<file path="src/rtl/cache_arbiter_pkg.sv">
// Shared types for the L1-to-L2 line-port arbiter: FSM states, grant source, tie-break helper.
package cache_arbiter_pkg;

    localparam int ARB_ADDR_W = 32;
    localparam int ARB_LINE_W = 256;

    typedef enum logic [2:0] {
        IDLE,
        SERVE_I,
        SERVE_D,
        RESP_I,
        RESP_D
    } arb_state_t;

    typedef enum logic {
        ARB_I,
        ARB_D
    } arb_src_t;

    // Single requesters always win; ties go to D unless round-robin flips away from last_grant.
    function automatic arb_src_t arb_pick(input logic i_req, input logic d_req,
                                          input arb_src_t last_grant, input logic rr_en);
        arb_src_t win;
        if (i_req && d_req) begin
            if (rr_en)
                win = (last_grant == ARB_I) ? ARB_D : ARB_I;
            else
                win = ARB_D;
        end else begin
            win = d_req ? ARB_D : ARB_I;
        end
        return win;
    endfunction

endpackage

</file>
<file path="src/rtl/arb_line_buffer.sv">
// Line-wide load-enable register, cleared by rst.
// Latency: 1 cycle from ld to q. No backpressure: loads whenever ld is high.
module arb_line_buffer #(
    parameter int W = 256
) (
    input  logic         clk,
    input  logic         rst,
    input  logic         ld,
    input  logic [W-1:0] d,
    output logic [W-1:0] q
);

    always_ff @(posedge clk) begin
        if (rst)
            q <= '0;
        else if (ld)
            q <= d;
    end

endmodule

</file>
<file path="src/rtl/cache_arbiter.sv">
// Arbitrates I-cache reads and D-cache reads/write-backs onto one L2 line port, one miss at a time.
// Latency: grant +1 cycle to mem_*, resp one cycle after mem_resp. Requests are held by the caches
// until resp; the memory request is held until mem_resp. CACHE_ARB_RR_EN selects round-robin ties.
module cache_arbiter
    import cache_arbiter_pkg::*;
#(
    parameter int ADDR_W = ARB_ADDR_W,
    parameter int LINE_W = ARB_LINE_W
) (
    input  logic              clk,
    input  logic              rst,
    input  logic              i_read,
    input  logic [ADDR_W-1:0] i_address,
    output logic [LINE_W-1:0] i_rdata,
    output logic              i_resp,
    input  logic              d_read,
    input  logic              d_write,
    input  logic [ADDR_W-1:0] d_address,
    input  logic [LINE_W-1:0] d_wdata,
    output logic [LINE_W-1:0] d_rdata,
    output logic              d_resp,
    output logic              mem_read,
    output logic              mem_write,
    output logic [ADDR_W-1:0] mem_address,
    output logic [LINE_W-1:0] mem_wdata,
    input  logic [LINE_W-1:0] mem_rdata,
    input  logic              mem_resp
);

`ifdef CACHE_ARB_RR_EN
    localparam logic RR_EN = 1'b1;
`else
    localparam logic RR_EN = 1'b0;
`endif

    arb_state_t        state_q, state_d;
    arb_src_t          last_grant_q;
    arb_src_t          grant;
    logic              op_wr_q;
    logic [ADDR_W-1:0] addr_q;
    logic [LINE_W-1:0] wdata_q;
    logic [LINE_W-1:0] line_q;
    logic              d_req;
    logic              take;
    logic              line_ld;
    logic              wdata_ld;
    logic              serving;

    assign d_req    = d_read | d_write;
    assign grant    = arb_pick(i_read, d_req, last_grant_q, RR_EN);
    assign wdata_ld = take && (grant == ARB_D) && d_write;

    always_comb begin
        state_d   = state_q;
        take      = 1'b0;
        line_ld   = 1'b0;
        mem_read  = 1'b0;
        mem_write = 1'b0;
        i_resp    = 1'b0;
        d_resp    = 1'b0;
        case (state_q)
            IDLE: begin
                if (i_read || d_req) begin
                    take    = 1'b1;
                    state_d = (grant == ARB_D) ? SERVE_D : SERVE_I;
                end
            end
            SERVE_I: begin
                mem_read = 1'b1;
                if (mem_resp) begin
                    line_ld = 1'b1;
                    state_d = RESP_I;
                end
            end
            SERVE_D: begin
                mem_read  = ~op_wr_q;
                mem_write = op_wr_q;
                if (mem_resp) begin
                    line_ld = 1'b1;
                    state_d = RESP_D;
                end
            end
            RESP_I: begin
                i_resp  = 1'b1;
                state_d = IDLE;
            end
            RESP_D: begin
                d_resp  = 1'b1;
                state_d = IDLE;
            end
            default: state_d = IDLE;
        endcase
    end

    always_ff @(posedge clk) begin
        if (rst) begin
            state_q      <= IDLE;
            last_grant_q <= ARB_I;
            op_wr_q      <= 1'b0;
            addr_q       <= '0;
        end else begin
            state_q <= state_d;
            if (take) begin
                addr_q  <= (grant == ARB_D) ? d_address : i_address;
                op_wr_q <= (grant == ARB_D) && d_write;
            end
            if (state_q == RESP_I)
                last_grant_q <= ARB_I;
            else if (state_q == RESP_D)
                last_grant_q <= ARB_D;
        end
    end

    arb_line_buffer #(.W(LINE_W)) u_wdata_buf (
        .clk (clk),
        .rst (rst),
        .ld  (wdata_ld),
        .d   (d_wdata),
        .q   (wdata_q)
    );

    arb_line_buffer #(.W(LINE_W)) u_resp_buf (
        .clk (clk),
        .rst (rst),
        .ld  (line_ld),
        .d   (mem_rdata),
        .q   (line_q)
    );

    // Downstream address/data are zero outside a transaction; the write line only on a write.
    assign serving     = (state_q == SERVE_I) || (state_q == SERVE_D);
    assign mem_address = serving ? addr_q : '0;
    assign mem_wdata   = (serving && op_wr_q) ? wdata_q : '0;

    assign i_rdata = line_q;
    assign d_rdata = line_q;

endmodule

</file>
<file path="config.mk">
export PLATFORM = sky130hd
export DESIGN_NAME = cache_arbiter
export DESIGN_NICKNAME = d
export VERILOG_FILES = /design/src/rtl/cache_arbiter_pkg.sv /design/src/rtl/arb_line_buffer.sv /design/src/rtl/cache_arbiter.sv
export SDC_FILE = /design/constraint.sdc
export NUM_CORES = 1
export LEC_CHECK = 0
export CAP_MARGIN = 25
export CORE_AREA = 2 2 541 543
export CTS_CLUSTER_DIAMETER = 80
export DETAILED_ROUTE_END_ITERATION = 6
export DIE_AREA = 0 0 543 545
export HOLD_SLACK_MARGIN = 0.05
export SLEW_MARGIN = 20
export SYNTH_ARGS = -nofsm -noshare
export SYNTH_HDL_FRONTEND = slang
export SYNTH_SLANG_ARGS = --single-unit
</file>
<file path="constraint.sdc">
create_clock -name clk -period 1.7 [get_ports clk]
set_clock_uncertainty 0.1 [all_clocks]
set_input_delay 0.255 -clock clk [delete_from_list [all_inputs] [get_ports clk]]
set_output_delay 0.255 -clock clk [all_outputs]
set_load 0.1 [all_outputs]
</file>
==> results.yml, run 1 <==
timing:
  maxSlewViolCount: 0
  finalCriticalPeriod_ns: 2.801
  worst_pin_slew_ns: 0.5292
  setup_viol: 1342
  relSlewSlack: 0.6467
  finalHoldViolCount: 0
  finalSetupTns_ns: -463.71
  clock.fmax_mhz: 357.0
  rsz0062_at_grt: "true"
  period_share: 1.648
  setup_slack_ns: -1.101
worst_setup_path:
  r2r-start: "state_q[1]"
  endpoint_kind: "primary output"
  worstPathMaxFanout: 14
  crit_required_ns: 1.34
  r2r.worst_path.cells: 7
  arrival_ns: 2.45
  cp-start-kind: "flip-flop"
  r2r_slack_ns: -0.34
  r2r_end: "u_resp_buf.q[100]"
  critPathKind: "flip-flop to primary output"
synthesis:
  netlist.area_leader.share: 0.4219
  ys_seq_area_frac: 0.4219
  synth.avg_cell_area_um2: 8.621
  synth_nets: 3598
  synthTopCellsByArea: "dfxtp_1 42%, nand2b_1 12%, mux2i_1 9.9%"
  synth.distinct_cells: 32
  synth.ff_latch_count: 548
  yosys.area.top_type: "dfxtp_1"
  yosysWarnings: 0
  synth_area_um2: 26000
  synth_cells: 3016
global_routing:
  grt_max_degree: 76
  use_met1: 0.1466
  grt_pass1_wl_mm: 268.3
  met3_usage: 0.08762
  overflow: 0
  track_usage: 0.1356
  grt-busiest-layer: "met2"
  use_met2: 0.2101
  antenna_found_initial: 145
  grt_pass1_vias: 27900
detailed_routing:
  drtIter0Drc: 1704
  antenna_left: 0
  routed_wl_mm: 209.8
  viasPerCell: 3.224
  vias: 28170
  drt-wirelength-per-cell_um: 24.02
  firstDrtPassIters: 7
  drc: 0
status:
  status: "finished with violations"
  failed_checks: "setup timing"
pwr:
  total_leakage_power_uw: 0.02228
  p_sw_frac: 0.3955
  p_switching_uw: 21970
  ir_drop_mv: 0.7861
  power_uw: 55530
  intPower_uw: 33570
  share_seq_of_total_power: 0.282
  pwr-share-clk: 0.325
  power_density_nw_per_um2: 915.5
  pwr-share-comb: 0.394
clock_network:
  cts_buffers: 80
  htree_levels: 3
  clock_latency_ns: 0.79
  cts.sinks: 548
  cts_tree: "built"
  clk_pin_slew_ns: 0.06
  cts-root-buf: "clkbuf_16"
  clockBufferDepth: 4
cells_and_area:
  multiInputGateArea_um2: 12260
  layout_common_cells: "849 x buf_12, 580 x clkdlybuf4s50_1, 555 x dlygate4sd3_1"
  final_common_cell: "buf_12"
  regArea_um2: 10980
  layoutNonFillerInstCount: 8735
  fin_area_um2: 60660
  syn_to_final_growth_pct: 133.3
  fillCellCount: 31150
  final_nets: 5321
  drive_above_1_share: 0.2967
min_path:
  hp-start: "d_wdata[248]"
  hold_path.class: "primary input to flip-flop"
  hold_path_depth: 3
  min_to: "u_wdata_buf.q[248]"
floorplan:
  start_util: 0.08963
  pin_count: 1386
  die_w_um: 543
  die_h_um: 545
  core-area_um2: 290100
  fp.dieArea_um2: 295900
  rows: 198
placement:
  dpl.hpwl_mm: 179.2
  io_buffers: 1385
  post_dp_cell_area_um2: 51830
  gp_congestion: 0.8911
  dp_cells: 7991
flow_run:
  cap_violations: 0
-- registers in the layout, summed over array words and instances (netlist names) --
name	cells
addr_q	32
op_wr_q	1
state_q	3
u_resp_buf.q	256
u_wdata_buf.q	256
-- cell type report --
type                            count  area share
Multi-Input combinational cell   1981      0.2022
Tap cell                         3900     0.08045
Sequential cell                   548      0.1810
Antenna cell                       36    0.001485
Clock inverter                     29    0.007323
Timing Repair Buffer             2127      0.4887
Clock buffer                      113     0.03888
Inverter                            1  0.00006188
-- power groups by stage --
| stage | combinational [uW] | clock [uW] | sequential [uW] |
|---|---|---|---|
| after floorplan | 9200 | 0 | 18400 |
| after CTS | 22000 | 18600 | 15600 |
| after global placement | 20400 | 0 | 15900 |
| final | 21900 | 18000 | 15600 |
| after detailed placement | 20400 | 0 | 15900 |
| after global routing | 22700 | 19100 | 15800 |
-- cells by family (layout without fill, tap and decap cells) --
kind of cell    Yosys count  count (layout)  synth area share
simple gates           1365            1365            0.2774
mux                     257             257           0.09894
xor+xnor                  1               1         0.0006257
compound gates          358             358           0.07377
other cells               0              36                 0
flops                   548             548            0.4219
buf+inv                 487            2270            0.1274
-- critical path, cell delays in order, from the launching register on --
cell,delay [ns]
dfxtp_4,0.36
xnor2_4,0.15
nor3b_4,0.18
buf_4,0.15
buf_12,0.17
buf_16,0.17
and2_2,0.18
buf_12,0.18
-- cells in the mapped netlist --
cell type	n
dfxtp_1	548
nand2_1	544
nand2b_1	515
a21oi_1	291
and2_1	288
buf_4	264
mux2i_1	257
clkbuf_1	108
buf_2	45
buf_6	36
a311oi_1	32
o21ai_0	29
clkbuf_2	21
buf_8	11
o21ai_1	4
nor2_1	3
nor3_1	2
nor3b_1	2
nor3b_2	2
or3_1	2
buf_12	1
inv_1	1
nand3b_1	1
nor2_2	1
nor2b_1	1
nor3_2	1
nor4b_1	1
nor4b_4	1
o31ai_1	1
o32ai_1	1
or4b_1	1
xnor2_2	1
-- timing repair --
item | in CTS | in global routing
resized for setup | 69 | 33
hold endpoints to repair | 530 | 0
buffers inserted | 5 | 0
gates cloned | 4 | 2
endpoints found under the setup margin | 1342 | 1345
pin swaps | 7 | 20
hold buffers | 555 | 0
-- metrics by stage --
stage	setup slack (ns)	hold slack [ns]	utilization
2_1_floorplan	-0.3113	0.2910	-
3_3_place_gp	-0.5947	0.3336	0.1787
4_1_cts	-1.198	0.05018	0.2085
5_1_grt	-1.203	0.06602	0.2089
3_5_place_dp	-0.5988	0.3403	0.1787
6_report	-1.101	0.1057	0.2091
-- worst max-delay path by stage --
stage / from / slack [ns] / depth (start not counted) / endpoint
after floorplan: state_q[1] / -0.31 / 6 / mem_wdata[100]
after global placement: d_write / -0.59 / 7 / u_wdata_buf.q[157]
after detailed placement: d_write / -0.60 / 7 / u_wdata_buf.q[169]
after CTS: state_q[1] / -1.20 / 7 / mem_wdata[116]
after global routing: state_q[1] / -1.20 / 7 / mem_wdata[118]
final: state_q[1] / -1.10 / 7 / mem_wdata[118]
-- metal layers --
layer / wire length [um] / part of all wire
met1: 76420 / 0.36
met2: 90800 / 0.43
met3: 32370 / 0.15
met4: 9868 / 0.047
met5: 319 / 0.0015
No activity file was read; power rests on OpenSTA's default activity.
==> inputs of run 2 (changes only) <==
MAX_ROUTING_LAYER = met4   (was default)
==> results.yml, run 2 (synthesized netlist as in run 1, its figures left out) <==
clock_network:
  clock_latency_ns: 0.79
  cts-root-buf: "clkbuf_16"
  cts_tree: "built"
  htree_levels: 3
  clk_pin_slew_ns: 0.06
  cts.sinks: 548
  cts_buffers: 80
  clockBufferDepth: 4
timing:
  finalHoldViolCount: 0
  worst_pin_slew_ns: 0.5136
  period_share: 1.642
  setup_viol: 1343
  rsz0062_at_grt: "true"
  finalCriticalPeriod_ns: 2.792
  clock.fmax_mhz: 358.2
  setup_slack_ns: -1.092
  maxSlewViolCount: 0
  relSlewSlack: 0.6571
cells_and_area:
  final_common_cell: "buf_12"
  syn_to_final_growth_pct: 133.6
  layout_common_cells: "849 x buf_12, 580 x clkdlybuf4s50_1, 555 x dlygate4sd3_1"
  fillCellCount: 31150
  final_core_util: 0.2094
  final_nets: 5321
  layoutNonFillerInstCount: 8766
  largestRegisters: "u_resp_buf.q (256), u_wdata_buf.q (256), addr_q (32)"
  drive_above_1_share: 0.2967
floorplan:
  start_util: 0.08963
  pin_count: 1386
  rows: 198
  fp.dieArea_um2: 295900
  die_w_um: 543
  die_h_um: 545
  core-area_um2: 290100
placement:
  pre_cts_ws_ns: -0.5988
  gp_congestion: 0.9061
  io_buffers: 1385
  dp_cells: 7991
  dpl.hpwl_mm: 179.2
detailed_routing:
  top_layer: "met4"
  vias: 28120
  wl_met1_mm: 77.29
  viasPerCell: 3.207
  drt-wirelength-per-cell_um: 23.88
  wl_met3_mm: 31.53
  drc: 0
  met2_length_mm: 90.43
  firstDrtPassIters: 6
  drtIter0Drc: 1784
  routed_wl_mm: 209.3
  antenna_left: 0
global_routing:
  track_usage: 0.1395
  overflow: 0
  grt_pass1_wl_mm: 268.0
  grt_pass1_vias: 27930
  antenna_found_initial: 144
  grt_max_degree: 76
pwr:
  power_density_nw_per_um2: 914.0
  share_seq_of_total_power: 0.282
  power_uw: 55510
  p_sw_frac: 0.3953
  pwr-share-comb: 0.394
  ir_drop_mv: 0.7850
  intPower_uw: 33570
  pwr-share-clk: 0.325
  p_switching_uw: 21940
  total_leakage_power_uw: 0.02228
worst_setup_path:
  max_stage_delay_ns: 0.36
  cp_common_cell: "buf_12"
  cpMaxStageDelayCell: "dfxtp_4"
  arrival_ns: 2.44
  endpoint_kind: "primary output"
  worstPathMaxFanout: 14
  r2r-start: "state_q[1]"
  critPathKind: "flip-flop to primary output"
  crit_start: "state_q[1]"
  crit_required_ns: 1.34
  crit_chain: "xnor2_4 -> nor3b_4 -> buf_4 -> buf_12 -> buf_16 -> and2_2 -> buf_12"
  cp-start-kind: "flip-flop"
flow_run:
  cap_violations: 0
min_path:
  hp-start: "d_wdata[248]"
  hold_path.class: "primary input to flip-flop"
status:
  status: "finished with violations"
  failed_checks: "setup timing"
-- run 2: cell types whose count changed in the layout (fill, tap and decap cells not counted), sizes merged --
cell and delta:
diode +31
-- run 2: worst paths after layout --
path                                           end  slack [ns]  cells after the start
worst min register to register   u_wdata_buf.q[30]        0.35                      2
worst min-delay path            u_wdata_buf.q[248]        0.11                      3
worst max-delay path                mem_wdata[118]       -1.09                      7
worst max register to register   u_resp_buf.q[100]       -0.35                      7
-- run 2: repair_timing --
action	CTS	global route
buffers inserted	5	0
endpoints found under the hold margin	530	0
pin swaps	7	21
resized for setup	69	34
hold buffers	555	0
gates cloned	4	2
setup endpoints to repair	1342	1345
-- run 2: cell type report --
| class | instances | area, um^2 | share of cell area |
|---|---|---|---|
| multi-input cells | 1981 | 12260 | 0.2019 |
| clock buffers | 113 | 2359 | 0.03883 |
| flip-flops and latches | 548 | 10980 | 0.1807 |
| repair buffers | 2127 | 29640 | 0.4880 |
| diodes | 67 | 167.7 | 0.002761 |
| clock inverters | 29 | 444.2 | 0.007313 |
| well taps | 3900 | 4880 | 0.08034 |
| inverters | 1 | 3.754 | 0.00006180 |
-- run 2: worst max-delay path, delay by kind of cell (launching register included) --
| family | cells | cell delay, ns |
|---|---|---|
| buf+inv | 4 | 0.67 |
| flops | 1 | 0.36 |
| simple gates | 2 | 0.36 |
| xor+xnor | 1 | 0.15 |
-- run 2: metal layers --
layer	global-route usage	vias to the layer above
met5	-	-
met1	0.1475	13190
met3	0.08554	395
li1	-	12950
met4	0.05462	0
met2	0.2091	1582
-- run 2: per-stage QoR --
stage / TNS (ns) / instance area [um^2] / hold slack (ns)
6_report: -464.77 / 60730 / 0.1052
5_1_grt: -579.53 / 60690 / 0.06748
4_1_cts: -552.79 / 60470 / 0.05018
3_5_place_dp: -301.69 / 51830 / 0.3403
3_3_place_gp: -290.58 / 51830 / 0.3336
2_1_floorplan: -88.51 / 26400 / 0.2910
-- run 2: power by group through the flow --
stage	sequential, uW	clock [uW]	combinational [uW]
after CTS	15600	18600	22000
after global placement	15900	0	20400
after floorplan	18400	0	9200
after detailed placement	15900	0	20400
final	15600	18000	21900
after global routing	15800	19100	22600
